--- config.mk ---
export PLATFORM = sky130hd
export DESIGN_NAME = pht_sat_ctr_table_flat
export DESIGN_NICKNAME = d
export VERILOG_FILES = /design/src/rtl/pht_sat_ctr_table_if.sv /design/src/rtl/pht_sat_ctr_table.sv /design/src/flat_wrapper.sv
export SDC_FILE = /design/constraint.sdc
export NUM_CORES = 1
export LEC_CHECK = 0
export CAP_MARGIN = 20
export CORE_MARGIN = 8
export CORE_UTILIZATION = 53
export DETAILED_ROUTE_END_ITERATION = 8
export GPL_TIMING_DRIVEN = 1
export PLACE_DENSITY = 0.76
export SETUP_SLACK_MARGIN = 0.4
export SYNTH_ARGS = -nofsm -noshare
export SYNTH_HDL_FRONTEND = slang
export SYNTH_SLANG_ARGS = --single-unit
--- constraint.sdc ---
create_clock -name clk -period 3.03 [get_ports clk]
set_input_delay 0.4545 -clock clk [delete_from_list [all_inputs] [get_ports clk]]
set_output_delay 0.4545 -clock clk [all_outputs]
set_load 0.1 [all_outputs]
--- src/rtl/pht_sat_ctr_table_if.sv ---
// rtl/pht_sat_ctr_table_if.sv - predict/update port bundle for the pattern history table
interface pht_sat_ctr_table_if #(
    parameter int CTR_WIDTH = 2,
    parameter int IDX_WIDTH = 6,
    parameter int PC_WIDTH  = 32
);
    logic                 pred_req;
    logic [PC_WIDTH-1:0]  pred_pc;
    logic                 pred_vld;
    logic                 pred_taken;
    logic [CTR_WIDTH-1:0] pred_ctr;
    logic [IDX_WIDTH-1:0] pred_idx;
    logic                 upd_vld;
    logic [IDX_WIDTH-1:0] upd_idx;
    logic                 upd_taken;
    logic                 ready;

    modport master (
        output pred_req, pred_pc, upd_vld, upd_idx, upd_taken,
        input  pred_vld, pred_taken, pred_ctr, pred_idx, ready
    );

    modport slave (
        input  pred_req, pred_pc, upd_vld, upd_idx, upd_taken,
        output pred_vld, pred_taken, pred_ctr, pred_idx, ready
    );
endinterface

--- src/rtl/pht_sat_ctr_table.sv ---
// rtl/pht_sat_ctr_table.sv - pattern history table of saturating counters with bimodal/gshare indexing
module pht_sat_ctr_table #(
    parameter int CTR_WIDTH = 2,
    parameter int IDX_WIDTH = 6,
    parameter int HIST_LEN  = 6,
    parameter int MODE      = 1,
    parameter int PC_WIDTH  = 32
) (
    input  logic clk,
    input  logic reset,
    pht_sat_ctr_table_if.slave bus
);
    localparam int DEPTH = 1 << IDX_WIDTH;
    localparam logic [CTR_WIDTH-1:0] INIT_VAL = CTR_WIDTH'((1 << (CTR_WIDTH - 1)) - 1);

    typedef enum logic {ST_INIT, ST_RUN} state_t;

    state_t               state;
    logic [IDX_WIDTH-1:0] ptr;
    logic [HIST_LEN-1:0]  ghr;
    logic [HIST_LEN-1:0]  ghr_next;
    logic [CTR_WIDTH-1:0] table_q [DEPTH];

    logic [IDX_WIDTH-1:0] hist_idx;
    logic [IDX_WIDTH-1:0] idx;
    logic [CTR_WIDTH-1:0] upd_cur;
    logic [CTR_WIDTH-1:0] upd_next;
    logic [CTR_WIDTH-1:0] rd_val;
    logic                 wr_en;
    logic [IDX_WIDTH-1:0] wr_idx;
    logic [CTR_WIDTH-1:0] wr_val;

    logic                 ready_q;
    logic                 vld_q;
    logic                 taken_q;
    logic [CTR_WIDTH-1:0] ctr_q;
    logic [IDX_WIDTH-1:0] idx_q;

    // Only the index field of the PC feeds the table; the rest is deliberately ignored.
    logic unused_pc;
    assign unused_pc = ^{bus.pred_pc[PC_WIDTH-1:IDX_WIDTH+2], bus.pred_pc[1:0]};

    // History is folded into the index only in gshare mode; it still shifts in bimodal mode.
    assign hist_idx = (MODE != 0) ? IDX_WIDTH'(ghr) : '0;
    assign idx      = bus.pred_pc[IDX_WIDTH+1:2] ^ hist_idx;

    // A one-bit history simply holds the most recent outcome.
    generate
        if (HIST_LEN == 1) begin : g_hist_one
            assign ghr_next = bus.upd_taken;
        end else begin : g_hist_shift
            assign ghr_next = {ghr[HIST_LEN-2:0], bus.upd_taken};
        end
    endgenerate

    // Saturating next value of the entry being trained, and the bypassed read value.
    always_comb begin
        upd_cur  = table_q[bus.upd_idx];
        upd_next = upd_cur;
        if (bus.upd_taken) begin
            if (!(&upd_cur)) upd_next = upd_cur + CTR_WIDTH'(1);
        end else begin
            if (|upd_cur) upd_next = upd_cur - CTR_WIDTH'(1);
        end
        rd_val = (bus.upd_vld && (bus.upd_idx == idx)) ? upd_next : table_q[idx];
    end

    // Single write port: init sweep owns it during INIT, branch resolution during RUN.
    always_comb begin
        wr_en  = 1'b0;
        wr_idx = ptr;
        wr_val = INIT_VAL;
        if (state == ST_INIT) begin
            wr_en = 1'b1;
        end else if (bus.upd_vld) begin
            wr_en  = 1'b1;
            wr_idx = bus.upd_idx;
            wr_val = upd_next;
        end
    end

    // Counter storage; contents are meaningless until the sweep has covered every entry.
    always_ff @(posedge clk) begin
        if (wr_en) table_q[wr_idx] <= wr_val;
    end

    // Control FSM, history register and registered prediction outputs.
    always_ff @(posedge clk or negedge reset) begin
        if (!reset) begin
            state   <= ST_INIT;
            ptr     <= '0;
            ghr     <= '0;
            ready_q <= 1'b0;
            vld_q   <= 1'b0;
            taken_q <= 1'b0;
            ctr_q   <= '0;
            idx_q   <= '0;
        end else begin
            case (state)
                ST_INIT: begin
                    vld_q <= 1'b0;
                    ptr   <= ptr + 1'b1;
                    if (&ptr) begin
                        state   <= ST_RUN;
                        ready_q <= 1'b1;
                    end
                end
                ST_RUN: begin
                    vld_q <= bus.pred_req;
                    if (bus.pred_req) begin
                        idx_q   <= idx;
                        ctr_q   <= rd_val;
                        taken_q <= rd_val[CTR_WIDTH-1];
                    end
                    if (bus.upd_vld) ghr <= ghr_next;
                end
                default: state <= ST_INIT;
            endcase
        end
    end

    assign bus.ready      = ready_q;
    assign bus.pred_vld   = vld_q;
    assign bus.pred_taken = taken_q;
    assign bus.pred_ctr   = ctr_q;
    assign bus.pred_idx   = idx_q;
endmodule

--- src/flat_wrapper.sv ---
// flat-port wrapper written by rule: the top's interface ports become plain ports
module pht_sat_ctr_table_flat 
#(
    parameter int CTR_WIDTH = 2,
    parameter int IDX_WIDTH = 6,
    parameter int HIST_LEN  = 6,
    parameter int MODE      = 1,
    parameter int PC_WIDTH  = 32
)
  (clk, reset, bus_pred_req, bus_pred_pc, bus_upd_vld, bus_upd_idx, bus_upd_taken, bus_pred_vld, bus_pred_taken, bus_pred_ctr, bus_pred_idx, bus_ready);
  pht_sat_ctr_table_if #(.CTR_WIDTH(CTR_WIDTH), .IDX_WIDTH(IDX_WIDTH), .PC_WIDTH(PC_WIDTH)) bus_i ();
  input  logic clk;
  input  logic reset;
  input wire logic [$bits(bus_i.pred_req)-1:0] bus_pred_req;
  input wire logic [$bits(bus_i.pred_pc)-1:0] bus_pred_pc;
  input wire logic [$bits(bus_i.upd_vld)-1:0] bus_upd_vld;
  input wire logic [$bits(bus_i.upd_idx)-1:0] bus_upd_idx;
  input wire logic [$bits(bus_i.upd_taken)-1:0] bus_upd_taken;
  output wire logic [$bits(bus_i.pred_vld)-1:0] bus_pred_vld;
  output wire logic [$bits(bus_i.pred_taken)-1:0] bus_pred_taken;
  output wire logic [$bits(bus_i.pred_ctr)-1:0] bus_pred_ctr;
  output wire logic [$bits(bus_i.pred_idx)-1:0] bus_pred_idx;
  output wire logic [$bits(bus_i.ready)-1:0] bus_ready;
  assign bus_i.pred_req = bus_pred_req;
  assign bus_i.pred_pc = bus_pred_pc;
  assign bus_i.upd_vld = bus_upd_vld;
  assign bus_i.upd_idx = bus_upd_idx;
  assign bus_i.upd_taken = bus_upd_taken;
  assign bus_pred_vld = bus_i.pred_vld;
  assign bus_pred_taken = bus_i.pred_taken;
  assign bus_pred_ctr = bus_i.pred_ctr;
  assign bus_pred_idx = bus_i.pred_idx;
  assign bus_ready = bus_i.ready;
  pht_sat_ctr_table #(.CTR_WIDTH(CTR_WIDTH), .IDX_WIDTH(IDX_WIDTH), .HIST_LEN(HIST_LEN), .MODE(MODE), .PC_WIDTH(PC_WIDTH)) u_core (.clk(clk), .reset(reset), .bus(bus_i));
endmodule
== Yosys cells after proc, flatten, opt, wreduce, memory -nomap -nowiden ==
Memories as Yosys holds them, arrays and structs flattened.
Cells that the tools add are included.
Storage, ports and cells
  flip-flop bits (word level): 24
  RAM bits: 128
  word-level logic and storage cells: 37
  memories: 1
Memory list
  u_core.table_q: words 64, width 2, rd ports 2, clocked after memory_dff 0, wr ports 1, line pht_sat_ctr_table.sv:22  | logic [CTR_WIDTH-1:0] table_q [DEPTH];
Cells by class
  add/subtract/negate cells: 3
  eq/ne operators: 1
  multiplexer cells: 15
  bitwise gates (word level): 2
  reductions and logical operators: 7
Operators with widths (count)
  $mux W2: 6
  $mux W6: 2
  $reduce_and A7 Y1: 1
  $add A6 B1 Y6 const B: 1
  $eq A6 B6 Y1: 1
  $mux W1: 6
  $reduce_and A2 Y1: 3
  $reduce_and A6 Y1: 1
  $xor A6 B6 Y6: 1
  $add A2 B1 Y2 const B: 1
  $pmux W1 S2: 1
  $reduce_or A2 Y1: 1
  $sub A2 B1 Y2 const B: 1
  $logic_and A1 B1 Y1: 1
  $not A1 Y1: 1

== Depth between registers and ports, before layout ==
An unclocked memory read counts as a cell.
  depth after elaboration: 6
  depth in mapped cells: 11

== Least setup slack after synthesis ==
OpenSTA, ideal clock, no wires.
  kind: input to register
  start point: in bus_upd_idx[1]
  end point: mem u_core.table_q[0][0] (data pin)
  library setup time: 0.376 ns
  arrival: 2.942 ns
  data required time: 2.654 ns
  slack: -0.288 ns
  stages: 9
  path through: buf_4 -> buf_6 -> mux4_2 -> mux2i_1 -> mux2i_1 -> a21oi_1 -> o21a_1 -> maj3_2 -> nand2b_1
Between the ends
  cells in the longest elaborated chain, start to end: 6
  elaborated cells on any way between the ends: 10
  those cells by class: add/sub: 2; mux: 5; reduce/logical: 2; memory: 1
RTL lines
  start: declaration: line flat_wrapper.sv:17  | input wire logic [$bits(bus_i.upd_idx)-1:0] bus_upd_idx;
  $mem_v2 Z64 W2 (*)
  $sub A2 B1 Y2 (tied with other cells): line pht_sat_ctr_table.sv:63  | if (|upd_cur) upd_next = upd_cur - CTR_WIDTH'(1);
  $mux W2, on equally long branches: line pht_sat_ctr_table.sv:63, pht_sat_ctr_table.sv:61
  $mux W2 (*): line pht_sat_ctr_table.sv:60  | if (bus.upd_taken) begin
  $mux W2 (*): line pht_sat_ctr_table.sv:75  | end else if (bus.upd_vld) begin
  $mux W2 (*): line pht_sat_ctr_table.sv:73  | if (state == ST_INIT) begin
  net u_core.wr_val[0]: line pht_sat_ctr_table.sv:31  | logic [CTR_WIDTH-1:0] wr_val;
  end: declaration: line pht_sat_ctr_table.sv:22
Mark *: on every way through the listed nets, which the timed path passes. The rest lies on a longest branch.

== Worst setup path in the final report ==
  start point: in bus_pred_pc[2]
  end point: reg u_core.ctr_q[0] (netlist: u_core.bus.pred_ctr[0])
Between the ends
  cells in the longest elaborated chain, start to end: 4
  elaborated cells on any way between the ends: 5
  those cells by class: eq/ne: 1; mux: 1; bitwise: 1; reduce/logical: 1; memory: 1
RTL lines
  start: declaration: line flat_wrapper.sv:15  | input wire logic [$bits(bus_i.pred_pc)-1:0] bus_pred_pc;
  $xor A6 B6 Y6 (*): line pht_sat_ctr_table.sv:45  | assign idx = bus.pred_pc[IDX_WIDTH+1:2] ^ hist_idx;
  parallel branches: the longest is 2 deep, another holds $mem_v2 Z64 W2
  $mux W2 (*): line pht_sat_ctr_table.sv:65  | rd_val = (bus.upd_vld && (bus.upd_idx == idx)) ? upd_next : table_q[idx];
  end signal: assignment: line pht_sat_ctr_table.sv:112  | ctr_q <= rd_val;
  end: declaration: line pht_sat_ctr_table.sv:36  | logic [CTR_WIDTH-1:0] ctr_q;
Every way passes the cells marked *.
A chain may end at the register's enable or synchronous reset.

==> impl_metrics.tcl <==
set metrics [dict create \
    status "finished, final reports clean" \
    via_per_inst 6.520 \
    wirelength_um 21060 \
    p_leak_nw 3.173 \
    final_nets 753 \
    die_y_um 136.1 \
    synth_top_flop_cell "edfxtp_1" \
    setup_viol 0 \
    synth_area_leaders "edfxtp_1 (50%), mux4_2 (9.7%), dfrtp_1 (7.5%)" \
    grt_usage 0.2261 \
    total_power_mw 4.762 \
    synthDistinctLibCells 52 \
    synth_most_common_cell "nand2_1" \
    crit_path_start_kind "primary input" \
    max_clock_freq_mhz 388.1 \
    gp_congestion 0.9192 \
    slowest_stage "clkdlybuf4s50_1" \
    power.density_nw_per_um2 520.9 \
    yosys.area.top_type "edfxtp_1" \
    clock_path_buffers 2 \
    dp.final_hpwl_um 13230 \
    crit_type "in2reg" \
    worstPathMaxFanout 33 \
    synthArstFlopShare 0.1523 \
    vias 5907 \
    firstDrtPassIters 6 \
    max_stage_delay_ns 0.46 \
    fin_setup_tns_ns 0 \
    initialDrtViolationCount 792 \
    numClockSinks 151 \
    hold_viol 0 \
    rsz0062_at_grt "true" \
    grt_pass1_wl_um 31440 \
    syn-num-nets 696 \
    final_layout_size_suffix_gt1_frac 0.2078 \
    cts_root_buf "clkbuf_16" \
    endpoint_kind "flop" \
    cap_violations 0 \
    vdd_drop_max_mv 0.4256 \
    period_minus_slack_ns 2.576 \
    wl_per_cell_um 23.24 \
    grt_max_degree 41 \
    clock_latency_ns 0.43 \
    avgSynthCellArea_sq_um 11.73 \
    synth_edf_count 128 \
    start_util 0.5341 \
    final_util 0.6386 \
    grt_pass1_vias 5774 \
    die_w_um 136.1 \
    coreArea_sq_um 14310 \
    timing.slew.headroom 0.6265 \
    hold_path.class "in2async" \
    fin_hold_ws_ns 0.3196 \
    ys_seq_area_frac 0.5781 \
    drc_errors 0 \
    insertedDiodeCount 0 \
    detail-route-antenna-nets 0 \
    synthCells 652 \
    cts_tree "built" \
    design_area_sq_um 9141 \
    cts_made_buffers 17 \
    cts_max_level 4 \
    io_pins 54 \
    ys_ff_latch 151 \
    placed_area_sq_um 8384 \
    final.setup_skew_ns 0.007856 \
    ff2ff_setup_slack_ns 0.47 \
    placementRows 44 \
    path_clk_slew_ns 0.06 \
    r2r_end "u_core.bus.pred_ctr[0]" \
    reg2reg_from "u_core.ghr[0]" \
    synth_common_cells "nand2_1 (148), edfxtp_1 (128), nor2_1 (74)" \
    io_buffers 27 \
    critPathRequiredTime_ns 3.33 \
    critPathArrivalTime_ns 2.88 \
    grt_overflow_total 0 \
    ys_warn_count 0 \
    worstRegToRegCells 9 \
    syn_to_final_growth_pct 19.57 \
    synthDominantCellAreaShare 0.5028 \
    final.period_utilization 0.8503 \
    antenna_found_initial 0 \
    die_area_sq_um 18520 \
    cts_hold_buf 0 \
    worstMarginPinSlew_ns 0.5562 \
    worstPathCellList "clkdlybuf4s50_1 -> xnor2_2 -> buf_12 -> buf_6 -> mux2i_1 -> o22ai_1 -> o311a_1 -> o31ai_1 -> buf_4 -> a311oi_2" \
    fillCellCount 1003 \
    maxSlewViolCount 0 \
    synth_area_sq_um 7645 \
]
layout make-up:
type | instances | area [sq um] | area share
flip-flops and latches | 151 | 4420 | 0.4836
well taps | 184 | 230.2 | 0.02518
inverters | 3 | 11.26 | 0.001232
clock buffers | 17 | 425.4 | 0.04654
clock inverters | 15 | 183.9 | 0.02012
repair buffers | 75 | 777.0 | 0.08500
multi-input cells | 461 | 3093 | 0.3384
worst max-delay path by stage:
stage | end | start
after floorplan | u_core.table_q[0][0] | bus_upd_idx[0]
after global placement | u_core.table_q[11][1] | bus_upd_idx[2]
after detailed placement | u_core.table_q[10][1] | bus_upd_idx[3]
after CTS | u_core.bus.pred_ctr[0] | u_core.ghr[0]
after global routing | u_core.bus.pred_ctr[0] | bus_pred_pc[2]
final | u_core.bus.pred_ctr[0] | bus_pred_pc[2]
state kept, by name (all words and copies together) (netlist names):
| register | flops |
|---|---|
| u_core.bus.ready | 1 |
| u_core.ptr | 6 |
| u_core.bus.pred_ctr | 2 |
| u_core.bus.pred_idx | 6 |
| u_core.ghr | 6 |
| u_core.state | 1 |
| u_core.table_q | 128 |
| u_core.bus.pred_vld | 1 |
timing repair:
item	CTS	global route
pin swaps	1	1
setup buffers	0	3
endpoints found under the setup margin	64	130
gates resized for setup	2	13
cloned	1	1
per-stage QoR:
step | instances | setup WS (ns)
5_1_grt | 906 | 0.3394
3_3_place_gp | 868 | -0.03331
2_1_floorplan | 652 | 0.4170
3_5_place_dp | 868 | -0.08729
4_1_cts | 901 | 0.4284
6_report | 906 | 0.4535
kinds of logic after synthesis:
group	count (synthesis)	share of synthesized area
and+or+nand+nor	269	0.1463
AOI/OAI and AO/OA	107	0.08445
adders and majority gates	3	0.004582
xor gates and xnor gates	21	0.02602
muxes	60	0.1329
buffers and inverters	41	0.02766
DFF	151	0.5781
where the power goes:
group | switching, mW | internal, mW
registers | 0 | 2.22
clock network | 0.926 | 1.25
logic | 0.198 | 0.163
layout by cell type, fill, tap and decap left out, types with 4 or more instances in the layout:
cell type / instances
nand2_1: 148
edfxtp_1: 128
nor2_1: 74
a21oi_1: 49
buf_4: 44
mux4_2: 33
mux2i_1: 25
dfrtp_1: 22
o22ai_1: 18
clkbuf_16: 18
xnor2_1: 12
clkdlybuf4s50_1: 12
nor4_1: 11
buf_12: 11
o21ai_0: 9
nand3_1: 8
nand2b_1: 7
xor2_1: 6
inv_8: 5
o21a_1: 4
o31ai_1: 4
layer usage:
metal / up-vias / global-route usage / wire length (um)
li1: 2510 / - / -
met1: 2821 / 0.2742 / 7620
met2: 474 / 0.3742 / 10300
met3: 102 / 0.04693 / 2154
met4: 0 / 0.1190 / 976
met5: - / 0 / 0
worst max-delay path, delay by kind of cell:
family | cells | cell delay [ns]
muxes | 1 | 0.21
buffers and inverters | 4 | 1.10
xor gates and xnor gates | 1 | 0.26
AOI/OAI and AO/OA | 4 | 0.82
No activity file was read; power rests on OpenSTA's default activity.
==> RTL edit, RTL diff (same settings) <==
`MODE` is set to 1 in 2 places; all go to 0.
--- a/src/rtl/pht_sat_ctr_table.sv
+++ b/src/rtl/pht_sat_ctr_table.sv
@@ -4,5 +4,5 @@
     parameter int IDX_WIDTH = 6,
     parameter int HIST_LEN  = 6,
-    parameter int MODE      = 1,
+    parameter int MODE      = 0,
     parameter int PC_WIDTH  = 32
 ) (
--- a/src/flat_wrapper.sv
+++ b/src/flat_wrapper.sv
@@ -5,5 +5,5 @@
     parameter int IDX_WIDTH = 6,
     parameter int HIST_LEN  = 6,
-    parameter int MODE      = 1,
+    parameter int MODE      = 0,
     parameter int PC_WIDTH  = 32
 )
Formal check against the unedited RTL: same outputs for any inputs over 10 cycles, from zero or initial values and one cycle with reset low; that may be too few to reach the edited logic, so the function may still have changed.
==> RTL edit against the original RTL <==
- global-route usage rose by 1.7 points
- wire length up 6.2%
- sequential cell count decreased by 6
- non-clock buffer count rose by 21
- synthesized area down 2.5%
- clock skew grew 0.0020 ns
- setup slack got worse by 0.23 ns
- power fell by 7.1%
- cell count shrank 12%
- sequential power fell by 4%
- final area rose by 0.59%
- first-iteration DRC count up 12%
==> RTL edit: results (changes against the original RTL) <==
status: "finished clean"
grt_pass1_vias: 5504  # -4.7%
r2r_start: "u_core.table_q[55][1]"
synth.area.top_cells: "edfxtp_1 52%, mux4_2 16%, dfrtp_1 5.7%, nor2_1 4.0%, mux2i_1 3.4%"
drt-initial-drc-count: 890  # +12%
vias_per_cell: 6.90  # +5.8%
cts_resized: 24  # +22
worstReg2RegEnd: "u_core.table_q[7][0]"
reg2reg_depth: 8  # -1
grt_pass1_wl_mm: 32.2  # +2.5%
crit_path_max_fanout: 12  # -64%
drt-met1-wl_mm: 7.74  # +1.6%
synth_cells: 515  # -21%
cp-startpoint: "bus_upd_idx[1]"
highest_layer: "met4"
fin_nets: 650  # -14%
cts-root-buf: "clkbuf_16"
first_pass_iters: 5  # -1
worstPathArrival_ns: 2.98  # +0.10 ns
htreeDepth: 4  # unchanged
grt_usage_pct: 24.3  # +1.7 points
buffer_ports.inserted: 27  # unchanged
drive_gt1_share_pct: 31.9  # +11 points
synthFlopType: "edfxtp_1"
met2_wirelength_mm: 10.4  # +0.75%
hpwlAfterDp_mm: 13.4  # +0.94%
cts_made_buffers: 17  # unchanged
async_flop_share_pct: 11.7  # -3.5 points
ys_seq_area_share_pct: 57.3  # -0.51 points
rrSetupSlack_ns: 0.24  # -0.23 ns
ir_drop_mv: 0.408  # -4.2%
met2_usage_pct: 37.2  # -0.19 points
p_clk_share_pct: 44.3  # -1.4 points
grt_use_met1_pct: 29.3  # +1.9 points
yosysUniqueCellTypes: 56  # +7.7%
swShare_pct: 22.7  # -0.92 points
cts_setup_buffers: 10  # +10
finClkSkew_ns: 0.00985  # +0.00199 ns
largest_reg_flops: 128  # unchanged
crit_end: "u_core.table_q[7][0]"
slew-limit-headroom_pct: 40.7  # -22 points
routedWlPerCell_um: 28.0  # +21%
place_congestion: 0.944  # +2.6%
synthTopCellsByCount: "128 x edfxtp_1, 79 x nor2_1, 53 x mux4_2"
pwr-share-seq_pct: 48.5  # +1.8 points
grt_max_degree: 31  # -24%
grt_util_met3_pct: 7.39  # +2.7 points
clock_latency_ns: 0.43  # about the same
clock_path_buffers: 2  # unchanged
finalWirelength_mm: 22.4  # +6.2%
p_int_w: 0.00342  # -6.0%
p_leak_nw: 2.91  # -8.1%
synth_nets: 559  # -20%
dr_wl_met3_mm: 2.90  # +34%
place_inst: 740  # -15%
largest_register: "u_core.table_q"
==> RTL edit: cell count changes after synthesis, sizes merged, moves of 4 or more <==
| cell | before | now |
|---|---|---|
| nor4 | 13 | 1 |
| mux4 | 33 | 60 |
| inv | 3 | 8 |
| dfrtp | 23 | 17 |
| clkbuf | 18 | 12 |
| nor2 | 74 | 79 |
| o22ai | 18 | 2 |
| a31oi | 1 | 5 |
| a21oi | 51 | 8 |
| nand2 | 148 | 51 |
| xnor2 | 14 | 6 |
==> RTL edit: logic make-up (layout without fill, tap and decap cells) <==
logic type	after synthesis	after routing	synth area share, %
fa+ha+maj	1	1	0.168
buf+inv	41	136	3.26
xor+xnor	11	11	1.29
simple gates	175	182	10.5
mux	90	90	22.6
flops	145	145	57.3
compound gates	52	53	4.92
==> RTL edit: through the flow <==
step / hold slack [ns] / cell area (µm²) / util (%) / setup slack, ns
after floorplan: 0.159 / 7470 / - / 0.372
after global placement: 0.445 / 8170 / 59.1 / -0.286
after detailed placement: 0.465 / 8170 / 59.1 / -0.415
after CTS: 0.471 / 9020 / 65.2 / 0.412
after global routing: 0.513 / 9200 / 66.5 / 0.231
final: 0.457 / 9200 / 66.5 / 0.224
==> RTL edit: final cells by class <==
class	count	area, µm²
Multi-Input combinational cell	337	3110
Fill cell	896	4630
Inverter	9	33.8
Timing Repair Buffer	96	1020
Clock buffer	18	429
Sequential cell	145	4270
Tap cell	180	225
Clock inverter	13	114
==> RTL edit: critical path, stage by stage <==
cell       delay, ns
buf_2           0.19
buf_12          0.17
mux4_2          0.54
mux2i_1         0.22
o2111ai_2       0.16
a32oi_2         0.33
a31oi_2         0.17
or3_4           0.42
buf_12          0.16
buf_16          0.15
